[src/rtl/mem_arbiter_pkg.sv]
// Shared definitions for the two-master line-burst memory arbiter.
package mem_arbiter_pkg;

    typedef enum logic [1:0] {
        IDLE    = 2'd0,
        I_BURST = 2'd1,
        D_BURST = 2'd2
    } arb_state_t;

    typedef enum logic {
        MASTER_I = 1'b0,
        MASTER_D = 1'b1
    } master_t;

    localparam int unsigned WORD_OFFSET = 2;

    // Number of address bits covered by one line (beat index + byte-in-word).
    function automatic int unsigned line_offset_bits(input int unsigned burst_len);
        return $clog2(burst_len) + WORD_OFFSET;
    endfunction

endpackage

[src/rtl/mem_beat_ctr.sv]
// Modulo-BURST_LEN beat counter with synchronous clear, enable and last-beat flag.
module mem_beat_ctr #(
    parameter  int unsigned BURST_LEN = 4,
    localparam int unsigned BEAT_W    = $clog2(BURST_LEN)
) (
    input  logic              clk,
    input  logic              rst,
    input  logic              clr,
    input  logic              en,
    output logic [BEAT_W-1:0] beat,
    output logic              last_beat
);

    always_ff @(posedge clk) begin
        if (rst || clr) begin
            beat <= '0;
        end else if (en) begin
            beat <= beat + BEAT_W'(1);
        end
    end

    assign last_beat = (beat == BEAT_W'(BURST_LEN - 1));

endmodule

[src/rtl/mem_arbiter.sv]
// Arbitrates the single memory port between I-side refills and D-side
// refills/writebacks; each grant runs one line-aligned burst of BURST_LEN beats.
module mem_arbiter
    import mem_arbiter_pkg::*;
#(
    parameter  int unsigned ADDR_W    = 32,
    parameter  int unsigned DATA_W    = 32,
    parameter  int unsigned BURST_LEN = 4,
    localparam int unsigned BEAT_W    = $clog2(BURST_LEN)
) (
    input  logic              clk,
    input  logic              rst,
    input  logic              i_req,
    input  logic [ADDR_W-1:0] i_addr,
    output logic              i_rvalid,
    output logic [DATA_W-1:0] i_rdata,
    output logic              i_done,
    input  logic              d_req,
    input  logic              d_we,
    input  logic [ADDR_W-1:0] d_addr,
    input  logic [DATA_W-1:0] d_wdata,
    output logic [BEAT_W-1:0] d_beat,
    output logic              d_wready,
    output logic              d_rvalid,
    output logic [DATA_W-1:0] d_rdata,
    output logic              d_done,
    output logic              mem_req,
    output logic              mem_we,
    output logic [ADDR_W-1:0] mem_addr,
    output logic [DATA_W-1:0] mem_wdata,
    input  logic              mem_ack,
    input  logic [DATA_W-1:0] mem_rdata,
    output logic              busy
);

    localparam int unsigned       OFF_W     = line_offset_bits(BURST_LEN);
    localparam logic [ADDR_W-1:0] LINE_MASK = ~((ADDR_W'(1) << OFF_W) - ADDR_W'(1));

    arb_state_t        state;
    master_t           last;
    logic [ADDR_W-1:0] base;
    logic              we_q;
    logic [BEAT_W-1:0] beat;
    logic              last_beat;
    logic              in_i;
    logic              in_d;
    logic              beat_ack;
    logic              grant_i;
    logic              grant_d;

    assign in_i     = (state == I_BURST);
    assign in_d     = (state == D_BURST);
    assign beat_ack = (in_i || in_d) && mem_ack;

    // On a tie the master that was not granted last time wins.
    assign grant_d = (state == IDLE) && d_req && (!i_req || (last == MASTER_I));
    assign grant_i = (state == IDLE) && i_req && !grant_d;

    mem_beat_ctr #(
        .BURST_LEN(BURST_LEN)
    ) u_beat_ctr (
        .clk      (clk),
        .rst      (rst),
        .clr      (grant_i || grant_d),
        .en       (beat_ack),
        .beat     (beat),
        .last_beat(last_beat)
    );

    always_ff @(posedge clk) begin
        if (rst) begin
            state <= IDLE;
            last  <= MASTER_I;
            base  <= '0;
            we_q  <= 1'b0;
        end else begin
            case (state)
                IDLE: begin
                    if (grant_d) begin
                        state <= D_BURST;
                        base  <= d_addr & LINE_MASK;
                        we_q  <= d_we;
                        last  <= MASTER_D;
                    end else if (grant_i) begin
                        state <= I_BURST;
                        base  <= i_addr & LINE_MASK;
                        we_q  <= 1'b0;
                        last  <= MASTER_I;
                    end
                end
                I_BURST, D_BURST: begin
                    if (beat_ack && last_beat) begin
                        state <= IDLE;
                    end
                end
                default: state <= IDLE;
            endcase
        end
    end

    always_comb begin
        busy      = (state != IDLE);
        mem_req   = in_i || in_d;
        mem_we    = in_d && we_q;
        mem_addr  = mem_req ? (base + (ADDR_W'(beat) << WORD_OFFSET)) : '0;
        mem_wdata = d_wdata;
        i_rvalid  = in_i && mem_ack;
        d_rvalid  = in_d && !we_q && mem_ack;
        d_wready  = in_d && we_q && mem_ack;
        i_done    = in_i && mem_ack && last_beat;
        d_done    = in_d && mem_ack && last_beat;
        d_beat    = beat;
        i_rdata   = mem_rdata;
        d_rdata   = mem_rdata;
    end

endmodule
[config.mk]
export PLATFORM = sky130hd
export DESIGN_NAME = mem_arbiter
export DESIGN_NICKNAME = d
export VERILOG_FILES = /design/src/rtl/mem_arbiter_pkg.sv /design/src/rtl/mem_beat_ctr.sv /design/src/rtl/mem_arbiter.sv
export SDC_FILE = /design/constraint.sdc
export NUM_CORES = 1
export LEC_CHECK = 0
export CORE_AREA = 2 2 104 106
export CTS_CLUSTER_DIAMETER = 50
export DETAILED_ROUTE_END_ITERATION = 12
export DIE_AREA = 0 0 106 108
export DONT_BUFFER_PORTS = 1
export GPL_TIMING_DRIVEN = 0
export PLACE_DENSITY_LB_ADDON = 0.25
export SLEW_MARGIN = 20
export SYNTH_ARGS = -nofsm -noshare
export SYNTH_HDL_FRONTEND = slang
export SYNTH_HIERARCHICAL = 1
export SYNTH_SLANG_ARGS = --single-unit
[constraint.sdc]
create_clock -name clk -period 1.48 [get_ports clk]
set_clock_uncertainty 0.05 [all_clocks]
set_input_delay 0.37 -clock clk [delete_from_list [all_inputs] [get_ports clk]]
set_output_delay 0.37 -clock clk [all_outputs]
set_load 0.02 [all_outputs]
==> impl_metrics.yaml, run 1 <==
run_status:
  status: "finished, violations left"
  failed_checks: "setup timing"
worst_hold_path:
  holdPathStages: 1
  worst_hold_path_type: "input port to register"
final_layout:
  n_fill_cell: 1053
  fin_util: 0.370
  diodes: 0
  drive_above_1_share: 0.627
  syn2layout_area_growth_pct: 41.2
  nNetsFinal: 497
pwr:
  switching_power_w: 0.00320
  seqPwrFrac: 0.203
  swShare: 0.449
  pwr-share-comb: 0.702
  peakVddDrop_mv: 0.744
  p_leak_nw: 1.55
  p_int_w: 0.00392
  p_clk_frac: 0.095
  total_power_w: 0.00712
  powerDensity_nw_per_um2: 1880
worst_setup_path:
  setup.worst_path.end: "mem_addr[27]"
  r2r_start: "state[1]"
  worst-endpoint-arrival_ns: 1.47
  reg2reg_slack_ns: -0.22
  cp.required_ns: 1.06
  end_kind: "output port"
  reg2reg_to: "u_beat_ctr/beat[1]"
  start_kind: "register"
  cp_max_fo: 7
  crit_type: "register to output port"
  reg2regPathDepth: 8
  crit_path_start: "state[1]"
route:
  first_pass_iters: 4
  wl_met1_um: 3640
  num_vias: 2373
  highest_layer: "met4"
  route.met3.wl_um: 775
  via_per_inst: 4.79
  drc: 0
  wirelength_um: 9170
  dr_wl_met2_um: 4700
  drtIter0Drc: 52
  drt-wirelength-per-cell_um: 18.5
  antenna_left: 0
placed_design:
  dpl.hpwl_um: 6460
  port_buffers: 0
  place_congestion: 0.687
floorplan:
  start_util: 0.262
  die_w_um: 106
  num_rows: 37
  io_pins: 272
  coreArea_um2: 10200
  die_area_um2: 11400
  die_h_um: 108
sta:
  tightest_slew_ns: 1.10
  fin_crit_ns: 1.89
  rsz0062_at_grt: "true"
  finalHoldViolations: 0
  maxSlewHeadroom: 0.267
  hold_ws_ns: 0.0870
  setup-violations-final: 38
  timing.fmax_mhz: 530
  worst_slack_ns: -0.406
  maxSlewViolCount: 0
  min_period_over_period: 1.27
yosys:
  syn-cell-area_um2: 2680
  avgSynthCellArea_um2: 7.96
  ys_ff_latch: 34
  ys_warn_count: 6
  yosysSeqAreaShare: 0.254
  synth_cell_types: 26
  synth_cells: 337
clocking:
  cts.clk_slew.worst_paths_ns: 0.07
  cts_htree_levels: 2
  clockBufferDepth: 2
  cts_buffers: 5
  cts_tree: "done"
  cts.sinks: 34
  cts_root_buf: "clkbuf_8"
  worstSkewPairLatency_ns: 0.28
global_route:
  grt_max_degree: 12
  grt_pass1_wl_um: 12300
  grtUsageTotal: 0.141
  grt_pass1_vias: 2240
  antenna_found_initial: 0
  grt.overflow.total: 0
run:
  drv_cap: 0
-- sequential cells by signal (all words and copies together), names as in the netlist --
| signal | flops |
|---|---|
| base | 28 |
| state | 2 |
| u_beat_ctr/beat | 2 |
| last | 1 |
| we_q | 1 |
-- critical path, cell delays in order (launching register included) --
cell,delay [ns]
dfxtp_2,0.34
inv_2,0.05
ha_4,0.38
buf_8,0.13
buf_6,0.11
and2_4,0.17
-- cells by family (layout without fill, tap and decap cells) --
kind of cell	count (synthesis)	after routing	synth area share
simple gates	49	49	0.112
mux	3	3	0.0117
xor+xnor	1	1	0.00326
buf+inv	155	176	0.362
other cells	1	2	0.00140
flops	34	34	0.254
compound gates	90	90	0.237
fa+ha+maj	4	4	0.0186
-- stage by stage --
step	setup WS [ns]	TNS, ns	std cells	cell area, um^2
global placement	-0.241	-11.22	474	2910
CTS	-0.464	-13.00	488	3310
floorplan	-0.0211	-0.600	338	2740
detailed placement	-0.249	-12.17	474	2910
finish	-0.406	-11.91	495	3790
global route	-0.467	-14.64	495	3790
-- how the worst min path moves through the flow --
stage	from	end	slack, ns
after floorplan	rst	we_q	0.39
after global placement	rst	we_q	0.39
after detailed placement	rst	u_beat_ctr/beat[1]	0.39
after CTS	rst	u_beat_ctr/beat[1]	0.08
after global routing	rst	u_beat_ctr/beat[0]	0.07
final	rst	u_beat_ctr/beat[1]	0.09
-- layer usage --
metal  track usage  vias up
li1              -     1100
met1         0.163     1113
met2         0.259      154
met3        0.0410        6
met4        0.0282        0
met5             0        -
-- synth_stat cells --
master / n / area [um^2]
buf_4: 98 / 736
nand2_1: 3 / 11.3
dfxtp_1: 34 / 681
and3_4: 1 / 11.3
buf_2: 5 / 25.0
a211oi_1: 29 / 218
o21a_1: 2 / 15.0
a2111oi_0: 28 / 245
buf_6: 2 / 22.5
nor2_1: 4 / 15.0
and3_1: 3 / 18.8
a22oi_1: 1 / 7.51
conb_1: 1 / 3.75
ha_1: 4 / 50.1
nor3_2: 2 / 20.0
clkbuf_2: 1 / 5.00
mux2_2: 1 / 11.3
clkbuf_1: 15 / 56.3
a21oi_1: 1 / 5.00
and2_1: 33 / 206
mux2i_1: 2 / 20.0
xnor2_1: 1 / 8.76
inv_1: 34 / 128
nand4_1: 2 / 12.5
o21ai_0: 29 / 145
nand2_2: 1 / 6.26
-- cell type report --
cell class | count | area (um^2) | area share
buffer | 121 | 966 | 0.255
clock buffer | 7 | 76.3 | 0.0201
inverter | 34 | 135 | 0.0357
multi-input combinational | 149 | 1580 | 0.416
sequential | 34 | 691 | 0.182
tap | 136 | 170 | 0.0449
timing repair buffer | 14 | 174 | 0.0459
-- power by group through the flow --
stage	clock [W]	combinational, W	sequential [W]
2_1_floorplan	0	0.00222	0.00136
3_3_place_gp	0	0.00290	0.00140
3_5_place_dp	0	0.00290	0.00141
4_1_cts	0.000722	0.00390	0.00143
5_1_grt	0.000756	0.00532	0.00148
6_report	0.000677	0.00500	0.00144
-- placed cells by master, fill, tap and decap left out, types with 5 or more instances in the layout --
master	instances
inv_1	31
a211oi_1	24
a2111oi_4	14
clkbuf_8	7
o21ai_0	22
a2111oi_2	12
dfxtp_1	30
clkbuf_1	8
a211oi_2	5
and2_4	32
buf_6	9
buf_4	104
-- what timing repair did --
item,4_1_cts,5_1_grt
hold buffers,0,0
setup buffers,6,5
cloned,1,2
endpoints found under the setup margin,69,70
pin swaps,21,16
gates resized for setup,110,90
Power figures use the tool's default switching activity.
==> inputs of run 2 (changes only) <==
Settings changed: SLEW_MARGIN 20 to 10.
==> results of run 2 <==
Same layout as run 1: the final DEF is identical, and so are final timing and power.
